<file path="src/rtl/noc_route_alloc.sv">
// Five-port mesh router core: Y-then-X routing, per-output round-robin switch
// allocation with credit flow control, illegal-turn dropping and registered outputs.
module noc_route_alloc #(
    parameter int                 COORD_W = 4,
    parameter logic [COORD_W-1:0] XCOORD  = '0,
    parameter logic [COORD_W-1:0] YCOORD  = '0,
    parameter int                 CREDITS = 4,
    parameter int                 DROP_W  = 8
) (
    input  logic                    clk,
    input  logic                    rst_n,
    input  logic [10*COORD_W-1:0]   in_data,
    input  logic [4:0]              in_valid,
    output logic [4:0]              in_pop,
    output logic [4:0]              credit_out,
    input  logic [4:0]              credit_in,
    output logic [10*COORD_W-1:0]   out_data,
    output logic [4:0]              out_valid,
    output logic [DROP_W-1:0]       drop_cnt,
    output logic                    err_credit
);
    localparam int DATA_W = 2 * COORD_W;
    localparam int CNT_W  = $clog2(CREDITS + 1);
    localparam logic [CNT_W-1:0] CRED_MAX = CNT_W'(CREDITS);
    localparam logic [CNT_W-1:0] CRED_ONE = CNT_W'(1);

    // Y-first turn model: once a flit moves in X it may only continue straight or eject.
    function automatic logic turn_ok(input logic [2:0] from, input logic [2:0] to);
        case (from)
            3'd0:    turn_ok = (to != 3'd0);
            3'd1:    turn_ok = (to != 3'd1);
            3'd2:    turn_ok = (to == 3'd3) || (to == 3'd4);
            3'd3:    turn_ok = (to == 3'd2) || (to == 3'd4);
            default: turn_ok = (to != 3'd4);
        endcase
    endfunction

    logic [4:0][2:0] dest;
    logic [4:0]      req;
    logic [4:0]      drop;
    logic [4:0][4:0] gnt;       // gnt[output][input]
    logic [4:0]      err_hit;

    genvar gi;

    for (gi = 0; gi < 5; gi++) begin : g_route
        logic [COORD_W-1:0] flit_x;
        logic [COORD_W-1:0] flit_y;
        logic               legal;

        assign flit_x   = in_data[gi*DATA_W+COORD_W +: COORD_W];
        assign flit_y   = in_data[gi*DATA_W +: COORD_W];
        assign dest[gi] = (flit_y > YCOORD) ? 3'd1 :
                          (flit_y < YCOORD) ? 3'd0 :
                          (flit_x > XCOORD) ? 3'd2 :
                          (flit_x < XCOORD) ? 3'd3 : 3'd4;
        assign legal    = turn_ok(3'(gi), dest[gi]);
        assign req[gi]  = in_valid[gi] & legal;
        assign drop[gi] = in_valid[gi] & ~legal;
    end

    for (gi = 0; gi < 5; gi++) begin : g_out
        logic [CNT_W-1:0]  credit_reg;
        logic [CNT_W-1:0]  credit_next;
        logic [2:0]        ptr_reg;
        logic [2:0]        ptr_next;
        logic              valid_reg;
        logic [DATA_W-1:0] data_reg;
        logic [DATA_W-1:0] win_data;
        logic [4:0]        req_j;
        logic [4:0]        gnt_j;
        logic              granted;

        // Round-robin search starting at ptr; the first requester found wins.
        always_comb begin
            logic       found;
            logic [2:0] idx;
            int         sum;
            req_j    = '0;
            gnt_j    = '0;
            ptr_next = ptr_reg;
            win_data = '0;
            found    = 1'b0;
            idx      = '0;
            sum      = 0;
            for (int i = 0; i < 5; i++) begin
                req_j[i] = req[i] && (dest[i] == 3'(gi));
            end
            if (credit_reg == '0) begin
                req_j = '0;
            end
            for (int k = 0; k < 5; k++) begin
                sum = int'(ptr_reg) + k;
                if (sum >= 5) begin
                    sum = sum - 5;
                end
                idx = 3'(sum);
                if (!found && req_j[idx]) begin
                    found      = 1'b1;
                    gnt_j[idx] = 1'b1;
                    ptr_next   = (idx == 3'd4) ? 3'd0 : idx + 3'd1;
                end
            end
            for (int i = 0; i < 5; i++) begin
                if (gnt_j[i]) begin
                    win_data = in_data[i*DATA_W +: DATA_W];
                end
            end
        end

        assign granted     = |gnt_j;
        assign gnt[gi]     = gnt_j;
        assign err_hit[gi] = credit_in[gi] & ~granted & (credit_reg == CRED_MAX);

        // A grant and a returned credit in the same cycle cancel out.
        always_comb begin
            credit_next = credit_reg;
            if (granted && !credit_in[gi]) begin
                credit_next = credit_reg - CRED_ONE;
            end else if (!granted && credit_in[gi] && (credit_reg != CRED_MAX)) begin
                credit_next = credit_reg + CRED_ONE;
            end
        end

        always_ff @(posedge clk or negedge rst_n) begin
            if (!rst_n) begin
                credit_reg <= CRED_MAX;
                ptr_reg    <= '0;
                valid_reg  <= 1'b0;
                data_reg   <= '0;
            end else begin
                credit_reg <= credit_next;
                ptr_reg    <= ptr_next;
                valid_reg  <= granted;
                if (granted) begin
                    data_reg <= win_data;
                end
            end
        end

        assign out_valid[gi]                   = valid_reg;
        assign out_data[gi*DATA_W +: DATA_W]   = data_reg;
    end

    logic [4:0]        pop_gnt;
    logic [2:0]        drop_num;
    logic [DROP_W:0]   drop_sum;
    logic [DROP_W-1:0] drop_cnt_reg;
    logic              err_credit_reg;

    always_comb begin
        pop_gnt  = '0;
        drop_num = '0;
        for (int i = 0; i < 5; i++) begin
            for (int j = 0; j < 5; j++) begin
                pop_gnt[i] = pop_gnt[i] | gnt[j][i];
            end
            drop_num = drop_num + 3'(drop[i]);
        end
    end

    assign drop_sum   = {1'b0, drop_cnt_reg} + (DROP_W+1)'(drop_num);
    assign in_pop     = pop_gnt | drop;
    assign credit_out = in_pop;

    always_ff @(posedge clk or negedge rst_n) begin
        if (!rst_n) begin
            drop_cnt_reg   <= '0;
            err_credit_reg <= 1'b0;
        end else begin
            drop_cnt_reg   <= drop_sum[DROP_W] ? '1 : drop_sum[DROP_W-1:0];
            err_credit_reg <= err_credit_reg | (|err_hit);
        end
    end

    assign drop_cnt   = drop_cnt_reg;
    assign err_credit = err_credit_reg;

endmodule

</file>
<file path="config.mk">
export PLATFORM = sky130hd
export DESIGN_NAME = noc_route_alloc
export DESIGN_NICKNAME = d
export VERILOG_FILES = /design/src/rtl/noc_route_alloc.sv
export SDC_FILE = /design/constraint.sdc
export NUM_CORES = 1
export LEC_CHECK = 0
export BUFFER_PORTS_ARGS = -buffer_cell sky130_fd_sc_hd__buf_2
export CAP_MARGIN = 20
export CORE_MARGIN = 2
export CORE_UTILIZATION = 63
export DETAILED_ROUTE_END_ITERATION = 8
export HOLD_SLACK_MARGIN = 0.05
export PLACE_DENSITY = 0.95
export SYNTH_ARGS = -nofsm -noshare
export SYNTH_HDL_FRONTEND = slang
export SYNTH_SLANG_ARGS = --single-unit
</file>
<file path="constraint.sdc">
create_clock -name clk -period 11.2 [get_ports clk]
set_input_delay 0.56 -clock clk [delete_from_list [all_inputs] [get_ports clk]]
set_output_delay 0.56 -clock clk [all_outputs]
set_load 0.02 [all_outputs]
</file>
==> results <==
- The run finished with clean final reports.
- The startpoint kind of the worst setup timing path is a register.
- By instance count, the leading cell after synthesis is sky130_fd_sc_hd__inv_1.
- The routed design has 19,650 µm of wire.
- Before antenna repair, the detailed router went through 6 iterations.
- The average wire per standard cell is 17.16 µm.
- The post-route netlist has 16.47% of its cells at a drive strength greater than 1.
- The endpoint identified for the worst register-to-register timing path is g_out[2].credit_reg[1].
- Across every metal layer, demand over resource in global routing totals 30.62%.
- The I/O pin count is 116.
- Across the whole layout, storage elements account for 1958 µm².
- Setup repair after global routing left no endpoint under its margin.
- After synthesis, the cell types taking the most area are sky130_fd_sc_hd__dfrtp_1, sky130_fd_sc_hd__ha_1, sky130_fd_sc_hd__a21oi_1, sky130_fd_sc_hd__inv_1, sky130_fd_sc_hd__nor2_1.
- The number of H-tree levels is 3.
- The cell depth of the worst flop-to-flop path is 17.
- After detailed routing, the number of remaining DRC violations is 0.
- The critical path data required time is 11.46 ns.
- Entering global routing, the biggest net connects 79 pins.
- Using the TritonRoute via totals, the vias-per-cell ratio works out to 6.336.
- The global-route wire length before repair is 32,060 µm.
- Counting flops with an async set or reset pin after synthesis yields a share of 100.0%.
- The multi-input gate area in the final layout is 4870 µm².
- STA classifies the critical path endpoint as a register.
- The die height is 112.6 µm.
- The insertion delay of the later-clocked pin in the worst-skew pair is 0.34 ns.
- The portion of the post-synthesis area used by sequential elements is 26.35%.
- The number of filler cells placed in the layout is 855.
- The tree built by TritonCTS fans out to 78 sinks.
- In this run the top signal layer used is met4.
- Detailed routing placed a total of 9406 µm of wire on met2.
- In the synthesized netlist, the number of instances is 925.
- The highest clock rate is 172.1 MHz.
- The library cell used as clock root buffer is sky130_fd_sc_hd__clkbuf_16.
- The number of antenna repair diodes is 0.
- The path class of the tightest hold or removal check is in -> async.
- In this run the worst path has a maximum fanout of 23.
- Across the run, the number of max-cap violations was 0.
- The detailed-placement wirelength estimate is 15,120 µm.
- The total overflow left after global routing is 0.
- The number of endpoints failing setup at the final stage is 0.
- The detailed-route wire length on metal 1 is 8063 µm.
- In this run, synthesis produced a sequential element count of 78.
- The net count of the finished layout is 1,117.
- The hold violation count in the final report is 0.
- The floorplan step defined a core boundary enclosing 11,470 µm².
- For this configuration, the core starts out at a cell density of 64.81%.
- The clock-pin slew reported for the worst setup and hold paths after clock tree synthesis is 0.07 ns.
- Data arrives at the worst endpoint at 6.07 ns.
- The via count of the first global-routing pass came to 6,866.
- The floorplan step set the die width to 112.6 µm.
- After clock tree synthesis, the setup repair step added 0 buffers.
- Gates resized during post-CTS repair numbered 0.
- The synthesized design contains 0 enable-type register cells.
- After synthesis, the mean cell area works out to 8.035 µm².
- The max-slew violation count came to 0.
- The register with the most flip-flops in the layout has 40 of them.
- The number of distinct library cells after synthesis is 79.
- The area of the mapped netlist is 7432 µm².
- The share of synthesized area in the top cell type comes to 24.58%.
- The number of warning messages in the yosys log is 0.
- In this run the tool buffered the top-level ports with 115 buffer cells.
- In this run the register-to-register setup slack is 5.39 ns.
- The floorplan step defined a die boundary enclosing 12,680 µm².
- The cell taking the most area after synthesis is sky130_fd_sc_hd__dfrtp_1.
- The count of nets left with antenna violations once routing finished came out at 0.
- The signed area change from the synthesized netlist to the final layout is 10.86%.
- The shortest clock period the worst path allows after layout is 5.810 ns.
- The final hold slack is 0.3583 ns.
- The commonest cells after synthesis are sky130_fd_sc_hd__inv_1, sky130_fd_sc_hd__a21oi_1, sky130_fd_sc_hd__nor2_1, sky130_fd_sc_hd__dfrtp_1, sky130_fd_sc_hd__nand2_1.
- The category of the critical setup timing path is reg -> reg.
- The worst slew margin relative to its limit is 34.80%.
- The number of CTS-inserted buffers is 9.
- The worst-margin pin slew is 0.9780 ns.
- The startpoint identified for the worst register-to-register timing path is g_out[2].ptr_reg[0].
- The initialized floorplan defines 39 standard-cell rows.
- Across all layers, the routed design uses 7,255 vias.
- The top flip-flop cell by instance count after synthesis is sky130_fd_sc_hd__dfrtp_1.
- Buffers inserted to repair hold after CTS numbered 0.
- The final worst-path cycle share is 51.88%.
- The final estimated routing congestion in global placement is 0.9972.
- TritonCTS built the clock tree.
- No sink is reached through more buffers than the 2 on the longest clock path.
- The worst clock skew is 0.007278 ns.
- The number of DRC violations after detailed-routing iteration 0 is 887.
- For the final routed database, the setup TNS stands at 0 ns.
- The detailed route wirelength on metal3 is 1599 µm.
- The number of antenna violations at the first check in global routing is 0.
metal layers:
layer  global-route usage, %  vias to the layer above
met5                       0                        -
met4                   10.89                        0
met3                   5.994                       58
met2                   51.46                      360
met1                   39.51                     3375
li1                        -                     3462
final cells by class:
class	instances	share of cell area [%]
Inverter	92	4.191
Multi-Input combinational cell	699	59.10
Clock buffer	9	2.733
Sequential cell	78	23.77
Timing Repair Buffer	117	7.198
Tap cell	143	2.172
Clock inverter	7	0.8352
through the flow:
stage / util, % / instances / cell area [µm²] / worst slack, ns
2_1_floorplan: - / 928 / 7443 / 6.474
3_3_place_gp: 69.29 / 1129 / 7945 / 5.703
3_5_place_dp: 69.29 / 1129 / 7945 / 5.399
4_1_cts: 71.85 / 1145 / 8239 / 5.401
5_1_grt: 71.85 / 1145 / 8239 / 4.873
6_report: 71.85 / 1145 / 8239 / 5.390
critical path: stages, from the launching register on:
cell,delay (ns)
sky130_fd_sc_hd__dfrtp_1,0.77
sky130_fd_sc_hd__inv_1,0.30
sky130_fd_sc_hd__ha_1,0.32
sky130_fd_sc_hd__ha_1,0.44
sky130_fd_sc_hd__o22ai_1,0.51
sky130_fd_sc_hd__mux2_2,0.41
sky130_fd_sc_hd__o22ai_2,0.26
sky130_fd_sc_hd__nand3b_1,0.27
sky130_fd_sc_hd__nor2_2,0.12
sky130_fd_sc_hd__nand3_1,0.26
sky130_fd_sc_hd__o21ai_2,0.19
sky130_fd_sc_hd__nor4_4,0.74
sky130_fd_sc_hd__inv_2,0.20
sky130_fd_sc_hd__nand2_1,0.14
sky130_fd_sc_hd__fa_1,0.43
sky130_fd_sc_hd__nand4b_1,0.11
sky130_fd_sc_hd__o32ai_1,0.08
sky130_fd_sc_hd__nor3_1,0.18
cells by family after synthesis:
group | synth area share, %
XOR/XNOR | 2.710
multiplexers | 4.764
flip-flops | 26.35
adder cells (fa/ha/maj) | 12.56
AO/OA/AOI/OAI | 22.32
buffers and inverters | 8.367
AND/OR/NAND/NOR | 22.83
other | 0.1010
layout by cell type, fill, tap and decap left out, types with 10 or more instances in the layout:
master | netlist | final
sky130_fd_sc_hd__and2_1 | 13 | 13
sky130_fd_sc_hd__a211oi_1 | 18 | 18
sky130_fd_sc_hd__nor4_1 | 13 | 13
sky130_fd_sc_hd__o22ai_1 | 10 | 10
sky130_fd_sc_hd__inv_1 | 87 | 87
sky130_fd_sc_hd__a21oi_1 | 77 | 77
sky130_fd_sc_hd__xnor2_1 | 19 | 19
sky130_fd_sc_hd__nand3_1 | 25 | 25
sky130_fd_sc_hd__buf_2 | 7 | 114
sky130_fd_sc_hd__ha_1 | 57 | 57
sky130_fd_sc_hd__nor2_1 | 74 | 74
sky130_fd_sc_hd__nand2_1 | 59 | 59
sky130_fd_sc_hd__or3_1 | 12 | 12
sky130_fd_sc_hd__nor3_1 | 28 | 28
sky130_fd_sc_hd__o211ai_1 | 14 | 14
sky130_fd_sc_hd__o21ai_0 | 37 | 37
sky130_fd_sc_hd__dfrtp_1 | 73 | 73
sky130_fd_sc_hd__nand4_1 | 11 | 11
sky130_fd_sc_hd__fa_1 | 11 | 11
sky130_fd_sc_hd__nand2b_1 | 16 | 16
sky130_fd_sc_hd__nor2b_1 | 16 | 16
sky130_fd_sc_hd__mux2i_1 | 26 | 26
sky130_fd_sc_hd__a31oi_1 | 10 | 10
worst max-delay path by stage:
| stage | start | end | slack, ns | cells after the start |
|---|---|---|---|---|
| floorplan | g_out[2].ptr_reg[0] | g_out[2].credit_reg[1] | 6.47 | 20 |
| global placement | g_out[2].ptr_reg[0] | g_out[2].credit_reg[1] | 5.70 | 17 |
| detailed placement | g_out[2].ptr_reg[0] | g_out[2].credit_reg[1] | 5.40 | 17 |
| CTS | g_out[2].ptr_reg[0] | g_out[2].credit_reg[1] | 5.40 | 17 |
| global route | g_out[2].ptr_reg[0] | g_out[2].credit_reg[1] | 4.87 | 17 |
| finish | g_out[2].ptr_reg[0] | g_out[2].credit_reg[1] | 5.39 | 17 |
Power is left out: the tool's default activity adds up to more than one toggle a clock period on the data nets, which glitch-free logic cannot reach.
